## config.mk

```make
export PLATFORM = sky130hd
export DESIGN_NAME = functional_unit_dispatch_queue
export DESIGN_NICKNAME = d
export VERILOG_FILES = /design/src/rtl/dragonfang_pkg.sv /design/src/rtl/dispatch_fifo.sv /design/src/rtl/functional_unit_dispatch_queue.sv
export SDC_FILE = /design/constraint.sdc
export NUM_CORES = 1
export LEC_CHECK = 0
export CORE_UTILIZATION = 47
export DETAILED_ROUTE_END_ITERATION = 7
export PLACE_DENSITY_LB_ADDON = 0.12
export SLEW_MARGIN = 40
export SYNTH_ARGS = -nofsm -noshare
export SYNTH_HDL_FRONTEND = slang
export SYNTH_SLANG_ARGS = --single-unit
```

## constraint.sdc

```tcl
create_clock -name clock_i -period 6.25 [get_ports clock_i]
set_input_delay 1.25 -clock clock_i [delete_from_list [all_inputs] [get_ports clock_i]]
set_output_delay 1.25 -clock clock_i [all_outputs]
set_load 0.01 [all_outputs]
```

## src/rtl/dragonfang_pkg.sv

```systemverilog
`default_nettype none
// +----------------------------------------------------------------------------+
// | dragonfang_pkg: shared execution packet type and FU identifiers            |
// | Rev 1.0                                                                    |
// +----------------------------------------------------------------------------+
package dragonfang_pkg;

    localparam int FU_ID_WIDTH = 3;

    typedef enum logic [FU_ID_WIDTH-1:0] {
        FU_ALU0 = 3'd0,
        FU_ALU1 = 3'd1,
        FU_MUL  = 3'd2,
        FU_LSU  = 3'd3
    } fu_id_e;

    typedef struct packed {
        logic [FU_ID_WIDTH-1:0] functional_unit_id;
        logic [4:0]             opcode;
        logic [31:0]            operand;
    } execution_packet_t;

    function automatic logic fu_id_legal(input logic [FU_ID_WIDTH-1:0] id,
                                         input int unsigned          unit_count);
        return {{(32-FU_ID_WIDTH){1'b0}}, id} < unit_count;
    endfunction

endpackage
`default_nettype wire

```

## src/rtl/dispatch_fifo.sv

```systemverilog
`default_nettype none
// +----------------------------------------------------------------------------+
// | dispatch_fifo: in-order packet queue with separate occupancy count         |
// | Rev 1.0                                                                    |
// +----------------------------------------------------------------------------+
module dispatch_fifo #(
    parameter int  DEPTH = 4,
    parameter type T     = logic
) (
    input  logic                   clock_i,
    input  logic                   reset_i,
    input  logic                   flush_i,
    input  logic                   push_i,
    input  logic                   pop_i,
    input  T                       push_data_i,
    output T                       head_data_o,
    output logic [$clog2(DEPTH):0] count_o,
    output logic                   full_o,
    output logic                   empty_o
);

    localparam int PTR_W = $clog2(DEPTH);
    localparam int CNT_W = $clog2(DEPTH) + 1;

    T                   mem_q [DEPTH];
    logic [PTR_W-1:0]   wr_ptr_q;
    logic [PTR_W-1:0]   rd_ptr_q;
    logic [CNT_W-1:0]   count_q;
    logic               w_push;
    logic               w_pop;

    assign full_o      = (count_q == CNT_W'(DEPTH));
    assign empty_o     = (count_q == '0);
    assign count_o     = count_q;
    assign head_data_o = mem_q[rd_ptr_q];

    // Guarded so a misbehaving caller can never corrupt the count.
    assign w_push = push_i & ~full_o;
    assign w_pop  = pop_i & ~empty_o;

    always_ff @(posedge clock_i or posedge reset_i) begin
        if (reset_i) begin
            wr_ptr_q <= '0;
            rd_ptr_q <= '0;
            count_q  <= '0;
        end else if (flush_i) begin
            wr_ptr_q <= '0;
            rd_ptr_q <= '0;
            count_q  <= '0;
        end else begin
            if (w_push) begin
                wr_ptr_q <= wr_ptr_q + 1'b1;
            end
            if (w_pop) begin
                rd_ptr_q <= rd_ptr_q + 1'b1;
            end
            if (w_push && !w_pop) begin
                count_q <= count_q + 1'b1;
            end else if (w_pop && !w_push) begin
                count_q <= count_q - 1'b1;
            end
        end
    end

    always_ff @(posedge clock_i) begin
        if (w_push && !flush_i) begin
            mem_q[wr_ptr_q] <= push_data_i;
        end
    end

endmodule
`default_nettype wire

```

## src/rtl/functional_unit_dispatch_queue.sv

```systemverilog
`default_nettype none
// +----------------------------------------------------------------------------+
// | functional_unit_dispatch_queue: queued, handshaked per-FU packet dispatch  |
// | Rev 1.0                                                                    |
// +----------------------------------------------------------------------------+
module functional_unit_dispatch_queue
    import dragonfang_pkg::*;
#(
    parameter int FUNCTIONAL_UNIT_COUNT = 4,
    parameter int QUEUE_DEPTH           = 4,
    parameter int STALL_COUNTER_WIDTH   = 16
) (
    input  logic                                          clock_i,
    input  logic                                          reset_i,
    input  logic                                          flush_i,
    input  logic                                          packet_valid_i,
    output logic                                          packet_ready_o,
    input  execution_packet_t                             execution_packet_i,
    output logic [FUNCTIONAL_UNIT_COUNT-1:0]              functional_unit_valid_o,
    input  logic [FUNCTIONAL_UNIT_COUNT-1:0]              functional_unit_ready_i,
    output execution_packet_t [FUNCTIONAL_UNIT_COUNT-1:0] functional_unit_input_bus_o,
    output logic [$clog2(QUEUE_DEPTH):0]                  queue_count_o,
    output logic                                          illegal_id_o,
    output logic [STALL_COUNTER_WIDTH-1:0]                stall_count_o
);

    logic                                   w_push;
    logic                                   w_pop;
    logic                                   w_full;
    logic                                   w_empty;
    execution_packet_t                      w_head;
    logic                                   w_head_legal;
    logic                                   w_target_free;
    logic                                   w_dispatch;
    logic                                   w_illegal;
    logic                                   w_stall;
    logic [FUNCTIONAL_UNIT_COUNT-1:0]       w_slot_free;

    logic [FUNCTIONAL_UNIT_COUNT-1:0]              slot_valid_q, slot_valid_d;
    execution_packet_t [FUNCTIONAL_UNIT_COUNT-1:0] slot_data_q,  slot_data_d;
    logic                                          illegal_q,    illegal_d;
    logic [STALL_COUNTER_WIDTH-1:0]                stall_q,      stall_d;

    assign packet_ready_o = ~w_full;
    assign w_push         = packet_valid_i & packet_ready_o;
    assign w_pop          = w_dispatch | w_illegal;

    dispatch_fifo #(
        .DEPTH (QUEUE_DEPTH),
        .T     (execution_packet_t)
    ) u_fifo (
        .clock_i     (clock_i),
        .reset_i     (reset_i),
        .flush_i     (flush_i),
        .push_i      (w_push),
        .pop_i       (w_pop),
        .push_data_i (execution_packet_i),
        .head_data_o (w_head),
        .count_o     (queue_count_o),
        .full_o      (w_full),
        .empty_o     (w_empty)
    );

    assign w_slot_free  = ~slot_valid_q | functional_unit_ready_i;
    assign w_head_legal = fu_id_legal(w_head.functional_unit_id, FUNCTIONAL_UNIT_COUNT);

    always_comb begin
        w_target_free = 1'b0;
        for (int k = 0; k < FUNCTIONAL_UNIT_COUNT; k++) begin
            if (w_head.functional_unit_id == FU_ID_WIDTH'(k)) begin
                w_target_free = w_slot_free[k];
            end
        end
    end

    assign w_dispatch = ~w_empty &  w_head_legal &  w_target_free;
    assign w_illegal  = ~w_empty & ~w_head_legal;
    assign w_stall    = ~w_empty &  w_head_legal & ~w_target_free;

    // A freshly loaded slot wins over its own drain in the same cycle.
    always_comb begin
        slot_valid_d = slot_valid_q;
        slot_data_d  = slot_data_q;
        for (int k = 0; k < FUNCTIONAL_UNIT_COUNT; k++) begin
            if (flush_i) begin
                slot_valid_d[k] = 1'b0;
                slot_data_d[k]  = '0;
            end else if (w_dispatch && (w_head.functional_unit_id == FU_ID_WIDTH'(k))) begin
                slot_valid_d[k] = 1'b1;
                slot_data_d[k]  = w_head;
            end else if (slot_valid_q[k] && functional_unit_ready_i[k]) begin
                slot_valid_d[k] = 1'b0;
                slot_data_d[k]  = '0;
            end
        end
    end

    always_comb begin
        illegal_d = w_illegal & ~flush_i;
        stall_d   = stall_q;
        if (w_stall && !flush_i && (stall_q != {STALL_COUNTER_WIDTH{1'b1}})) begin
            stall_d = stall_q + 1'b1;
        end
    end

    always_ff @(posedge clock_i or posedge reset_i) begin
        if (reset_i) begin
            slot_valid_q <= '0;
            slot_data_q  <= '0;
            illegal_q    <= 1'b0;
            stall_q      <= '0;
        end else begin
            slot_valid_q <= slot_valid_d;
            slot_data_q  <= slot_data_d;
            illegal_q    <= illegal_d;
            stall_q      <= stall_d;
        end
    end

    assign functional_unit_valid_o     = slot_valid_q;
    assign functional_unit_input_bus_o = slot_data_q;
    assign illegal_id_o                = illegal_q;
    assign stall_count_o               = stall_q;

endmodule
`default_nettype wire

```

=== Word-level counts from Yosys, hierarchy flattened ===
Memory sizes are Yosys's and may differ from the RTL's.
Index checks and enable logic that the tools add are counted.

* Add/subtract/negate cells: 5
* Multiply operators: 0
* Div/mod/pow operators: 0
* $lt $le $gt $ge: 1
* Equality and inequality tests: 5
* Shift-type cells: 0
* Multiplexer cells: 37
* Bitwise operators: 16
* Reduce and logical (&&, ||, !) cells: 25

{| class="wikitable"
|+ Operators with widths
! cell !! count
|-
| 2-to-1 mux 40 bit || 12
|-
| 2-to-1 mux 1 bit || 18
|-
| adder 16 x 1 -> 16 bit, second input constant || 1
|-
| != test 16 bit, second input constant || 1
|-
| nonzero test 3 bit || 5
|-
| logical AND 1 bit || 13
|-
| 2-to-1 mux 3 bit || 3
|-
| bitwise AND 1 bit || 8
|-
| 2-to-1 mux 2 bit || 4
|-
| equality test 3 x 2 -> 1 bit, second input constant || 2
|-
| zero test 3 bit || 2
|-
| inverter 1 bit || 5
|-
| adder 2 x 1 -> 2 bit, second input constant || 2
|-
| inverter 4 bit || 1
|-
| bitwise OR 4 bit || 1
|-
| nonzero test 2 bit || 2
|-
| adder 3 x 1 -> 3 bit, second input constant || 1
|-
| equality test 3 x 1 -> 1 bit, second input constant || 1
|-
| equality test 3 bit, second input constant || 1
|-
| zero test 1 bit || 3
|-
| < comparator 3 bit, second input constant || 1
|-
| subtractor 3 x 1 -> 3 bit, second input constant || 1
|-
| bitwise OR 1 bit || 1
|}

* Register bits after elaboration: 188
* Bits in latches: 0
* RAM bits: 160
* Memory bits (read-only): 0
* Output and inout bits: 185
* Memories kept: 1

{| class="wikitable"
|+ Memory list
! memory !! depth !! width !! read ports !! clocked after memory_dff !! write ports !! line !! text
|-
| u_fifo.mem_q || 4 || 40 || 1 || 0 || 1 || dispatch_fifo.sv:25 || <nowiki>T mem_q [DEPTH];</nowiki>
|}

=== Longest topological paths before layout ===
* Depth in word-level cells: 13
* Mapped depth: 13

=== Modules after synthesis ===
Synthesis repeated with hierarchy kept, for this count alone.

* Cell total of the unflattened synthesis: 936
* Area total of the unflattened synthesis: 13432.9 µm²

{| class="wikitable"
|+ Modules (own cells, without submodules)
! module !! instances !! cells each !! area an instance (µm²) !! seq. area each (µm²)
|-
| functional_unit_dispatch_queue || 1 || 662 || 7091.8 || 4529.3
|-
| dispatch_fifo || 1 || 274 || 6341.1 || 4979.8
|}

=== Worst setup path before layout ===
Ideal clock, no wire load.

* Path type: input port to flip-flop
* From: input port functional_unit_ready_i[2]
* To: register u_fifo.count_q[1], in the netlist u_fifo.count_o[1]
* Setup time: 65 ps
* Arrival time: 3169 ps
* Slack: 3017 ps
* Stages on the path: 11
* Path through: nand2b_1 > mux2_4 > o22ai_1 > buf_2 > nor2_1 > nor2_1 > fa_1 > nor2_1 > nand2_1 > a211o_1 > nand2_1

* Word-level cells in the longest chain between the ends: 10
* Elaborated cells on any way between the ends: 12
* Classes of those cells: mux (4); bitwise (4); reduce/logical (4)

{| class="wikitable"
|+ RTL lines
! what !! line !! text
|-
| from (decl) || functional_unit_dispatch_queue.sv:20 || <nowiki>input logic [FUNCTIONAL_UNIT_COUNT-1:0] functional_unit_ready_i,</nowiki>
|-
| bitwise OR 4 bit * || functional_unit_dispatch_queue.sv:64 || <nowiki>assign w_slot_free = ~slot_valid_q | functional_unit_ready_i;</nowiki>
|-
| 2-to-1 mux 1 bit * (2 in a row) || functional_unit_dispatch_queue.sv:70 || <nowiki>if (w_head.functional_unit_id == FU_ID_WIDTH'(k)) begin</nowiki>
|-
| bitwise AND 1 bit * || functional_unit_dispatch_queue.sv:76 || <nowiki>assign w_dispatch = ~w_empty & w_head_legal & w_target_free;</nowiki>
|-
| bitwise OR 1 bit * || functional_unit_dispatch_queue.sv:46 || <nowiki>assign w_pop = w_dispatch | w_illegal;</nowiki>
|-
| bitwise AND 1 bit * || dispatch_fifo.sv:39 || <nowiki>assign w_pop = pop_i & ~empty_o;</nowiki>
|-
| zero test 1 bit || dispatch_fifo.sv:57 || <nowiki>if (w_push && !w_pop) begin</nowiki>
|-
| logical AND 1 bit || dispatch_fifo.sv:57 ||
|-
| 2-to-1 mux 3 bit || dispatch_fifo.sv:57 ||
|-
| 2-to-1 mux 3 bit || dispatch_fifo.sv:46 || <nowiki>end else if (flush_i) begin</nowiki>
|-
| to (signal assigned) || dispatch_fifo.sv:58 || <nowiki>count_q <= count_q + 1'b1;</nowiki>
|-
| to (signal assigned) || dispatch_fifo.sv:60 || <nowiki>count_q <= count_q - 1'b1;</nowiki>
|-
| to (decl) || dispatch_fifo.sv:28 || <nowiki>logic [CNT_W-1:0] count_q;</nowiki>
|}

Every way passes the cells marked *; elsewhere a longest branch is shown, timed or not.
A chain may end at the register's enable or synchronous reset.

=== Worst setup path after layout ===
* From: register u_fifo.rd_ptr_q[0]
* To: register u_fifo.count_q[1], in the netlist u_fifo.count_o[1]

* Word-level cells in the longest chain between the ends: 13
* Elaborated cells on any way between the ends: 22
* Classes of those cells: order compare (1); eq/ne (3); mux (6); bitwise (6); reduce/logical (5); memory (1)

{| class="wikitable"
|+ RTL lines
! what !! line !! text
|-
| from (decl) || dispatch_fifo.sv:27 || <nowiki>logic [PTR_W-1:0] rd_ptr_q;</nowiki>
|-
| from (signal assigned) || dispatch_fifo.sv:55 || <nowiki>rd_ptr_q <= rd_ptr_q + 1'b1;</nowiki>
|-
| memory read (4 x 40 bit) * || -- ||
|-
| zero test 3 bit || functional_unit_dispatch_queue.sv:70 ||
|-
| 2-to-1 mux 1 bit (4 in a row) || functional_unit_dispatch_queue.sv:70 ||
|-
| bitwise AND 1 bit || functional_unit_dispatch_queue.sv:76 ||
|-
| bitwise OR 1 bit * || functional_unit_dispatch_queue.sv:46 ||
|-
| bitwise AND 1 bit * || dispatch_fifo.sv:39 ||
|-
| zero test 1 bit || dispatch_fifo.sv:57 ||
|-
| logical AND 1 bit || dispatch_fifo.sv:57 ||
|-
| 2-to-1 mux 3 bit || dispatch_fifo.sv:57 ||
|-
| 2-to-1 mux 3 bit || dispatch_fifo.sv:46 ||
|}

Marks and branches as above.

==> impl_metrics.json <==
{
  "status": "finished clean",
  "critPathLaunchType": "flip-flop",
  "grt.overflow.total": 0,
  "ys.flop_type": "dfrtp_1",
  "final_cells": 1384,
  "min_period_over_period_pct": 56.0,
  "num_rows": 60,
  "first_pass_iters": 4,
  "die-area_um2": 28500,
  "finalCriticalPeriod_ns": 3.50,
  "cts_root_buf": "clkbuf_16",
  "layout.cells.most_common_list": "clkdlybuf4s50_1, dfrtp_1, edfxtp_1",
  "reg2reg_to": "u_fifo.count_o[1]",
  "synth_cell_types": 48,
  "netlist_area_um2": 13100,
  "drive_gt1_share_pct": 14.2,
  "yosysWarningCount": 0,
  "fillerInstances": 1959,
  "cpMaxStageDelayCell": "dfrtp_4",
  "multi_input_area_um2": 3310,
  "ir_worst_vdd_uv": 192,
  "postSynth.asyncResetShare_pct": 54.0,
  "worstRegToRegCells": 10,
  "dpl.hpwl_mm": 19.4,
  "hold_path.class": "reg2reg",
  "r2r_slack_ns": 2.75,
  "crit_path_end": "u_fifo.count_o[1]",
  "fp.dieH_um": 169,
  "antenna_left": 0,
  "startpoint": "u_fifo.rd_ptr_q[0]",
  "grt_pass1_wl_mm": 47.9,
  "ys_seq_area_share_pct": 72.7,
  "finalClockSkew_ns": 0.0222,
  "dp.cells": 1315,
  "hp-start": "functional_unit_input_bus_o[157]",
  "final_common_cell": "clkdlybuf4s50_1",
  "grt_use_total_pct": 22.3,
  "cts_resized": 0,
  "p_per_area_nw_per_um2": 378,
  "power.leakage_nw": 6.76,
  "drv_cap": 0,
  "area_growth_pct": 31.2,
  "cts.sinks": 348,
  "initial_core_util_pct": 48.3,
  "drtIter0Drc": 517,
  "hold_viol_final": 0,
  "setup_tns_ns": 0,
  "drc_errors": 0,
  "arrival_ns": 3.94,
  "clk_transition_reported_paths_ns": 0.06,
  "die_x_um": 169,
  "rsz0062_at_grt": "no",
  "port_buffers": 232,
  "cts_hold_buf": 0,
  "setup.worst_path.class": "reg2reg",
  "viasPerCell": 5.54,
  "diodes": 0,
  "crit_path_end_kind": "flip-flop",
  "max_freq_mhz": 286,
  "vias": 7668,
  "final_max_slew_viol_count": 0,
  "cp.required_ns": 6.69,
  "clk_latency_ns": 0.52,
  "path_max_fanout": 22,
  "grt_antenna_before_repair": 2,
  "max_slew_margin_pct": 41.7,
  "cpMostUsedCell": "nor2_1",
  "synth_area_per_cell_um2": 17.7,
  "clk_path_buf_depth": 3,
  "crit_chain": "mux4_2 -> mux2_4 -> o22ai_2 -> nor2_1 -> nor2_1 -> fa_1 -> nor2_1 -> nand2_1 -> a211o_1 -> nand2_1",
  "ios": 233,
  "wirelength_mm": 30.7,
  "cpPeakStageDelay_ns": 0.72,
  "core-area_um2": 27100,
  "synth_nets": 792,
  "regArea_um2": 9510,
  "ys_ff_latch": 348,
  "fin_nets": 1037,
  "place_congestion": 0.754,
  "grt_max_degree": 138,
  "wl_per_cell_um": 22.2,
  "grt_pass1_vias": 7975,
  "cts_setup_buffers": 0,
  "rr_startpoint": "u_fifo.rd_ptr_q[0]",
  "synth-edff-count": 160,
  "setup_viol": 0,
  "h-tree-depth": 2,
  "synthesis.instances": 738,
  "tightest_slew_ns": 0.868,
  "cts_buffers": 37,
  "cts_tree": "done"
}
-- critical path, delay by kind of cell (launching register included) --
family | cells | cell delay (ns)
AO/OA/AOI/OAI | 2 | 0.70
adder cells (fa/ha/maj) | 1 | 0.46
flip-flops | 1 | 0.72
multiplexers | 2 | 1.10
AND/OR/NAND/NOR | 5 | 0.43
-- registers in the layout, indices dropped and copies added (netlist names) --
| signal | count |
|---|---|
| functional_unit_input_bus_o | 160 |
| u_fifo.mem_q | 160 |
| functional_unit_valid_o | 4 |
| u_fifo.wr_ptr_q | 2 |
| u_fifo.count_o | 3 |
| stall_count_o | 16 |
| u_fifo.rd_ptr_q | 2 |
| illegal_id_o | 1 |
-- report_power, final --
part	switching [mW]	internal (mW)	leakage, nW
Combinational	0.752	0.687	2.07
Sequential	0.167	2.62	4.05
Clock	0.860	1.41	0.633
-- layout make-up --
class	count	share of cell area, %
Clock inverter	10	0.743
Clock buffer	58	6.81
Timing Repair Buffer	256	14.8
Sequential cell	348	55.4
Tap cell	372	2.71
Multi-Input combinational cell	330	19.3
Inverter	10	0.240
-- synthesized netlist by cell type (all sizes together), types with 5 or more instances --
library cell,number,share of area [%]
inv,10,0.29
xnor2,16,1.1
a22o,148,9.9
nand3,12,0.46
clkbuf,16,0.46
mux4,40,6.9
nand4,10,0.48
dfrtp,188,36
nand2b,5,0.24
nand2,9,0.26
ha,5,0.48
nor3,11,0.46
buf,34,1.8
a21oi,5,0.19
nor2,10,0.29
and2,17,0.83
edfxtp,160,37
-- logic make-up (layout without fill, tap and decap cells) --
logic type                 Yosys count  count (layout)  share of synthesized area, %
buffers and inverters               60             334                          2.52
muxes                               46              46                          7.46
adders and majority gates            6               6                         0.631
DFF                                348             348                          72.7
AOI/OAI and AO/OA                  173             173                          11.7
and+or+nand+nor                     89              89                          3.92
xor gates and xnor gates            16              16                          1.07
-- routing by layer --
metal  GRT usage (%)  vias up  wire length [um]
li1                -     3410                 -
met1            31.4     3992             14000
met2            35.4      226             14500
met3            4.68       40              1750
met4            5.81        0               549
met5               0        -                 0
-- per-stage QoR --
stage | hold WS [ns] | utilization, % | worst slack, ns | instance area [um^2] | power [mW]
floorplan | 0.518 | - | 2.58 | 13100 | 3.63
global placement | 0.460 | 58.3 | 2.14 | 15800 | 4.24
detailed placement | 0.468 | 58.4 | 2.07 | 15800 | 4.28
CTS | 0.481 | 63.2 | 2.46 | 17100 | 6.56
global route | 0.492 | 63.4 | 2.54 | 17200 | 6.78
finish | 0.479 | 63.4 | 2.75 | 17200 | 6.50
-- worst min path at each step --
stage / end / slack, ns / cells after the start
4_1_cts: functional_unit_input_bus_o[158] / 0.48 / 1
5_1_grt: functional_unit_input_bus_o[117] / 0.49 / 1
6_report: functional_unit_input_bus_o[157] / 0.48 / 1
3_3_place_gp: functional_unit_input_bus_o[77] / 0.46 / 1
2_1_floorplan: functional_unit_input_bus_o[118] / 0.52 / 1
3_5_place_dp: functional_unit_input_bus_o[158] / 0.47 / 1
Note: power is estimated with default switching activity, not from simulation.
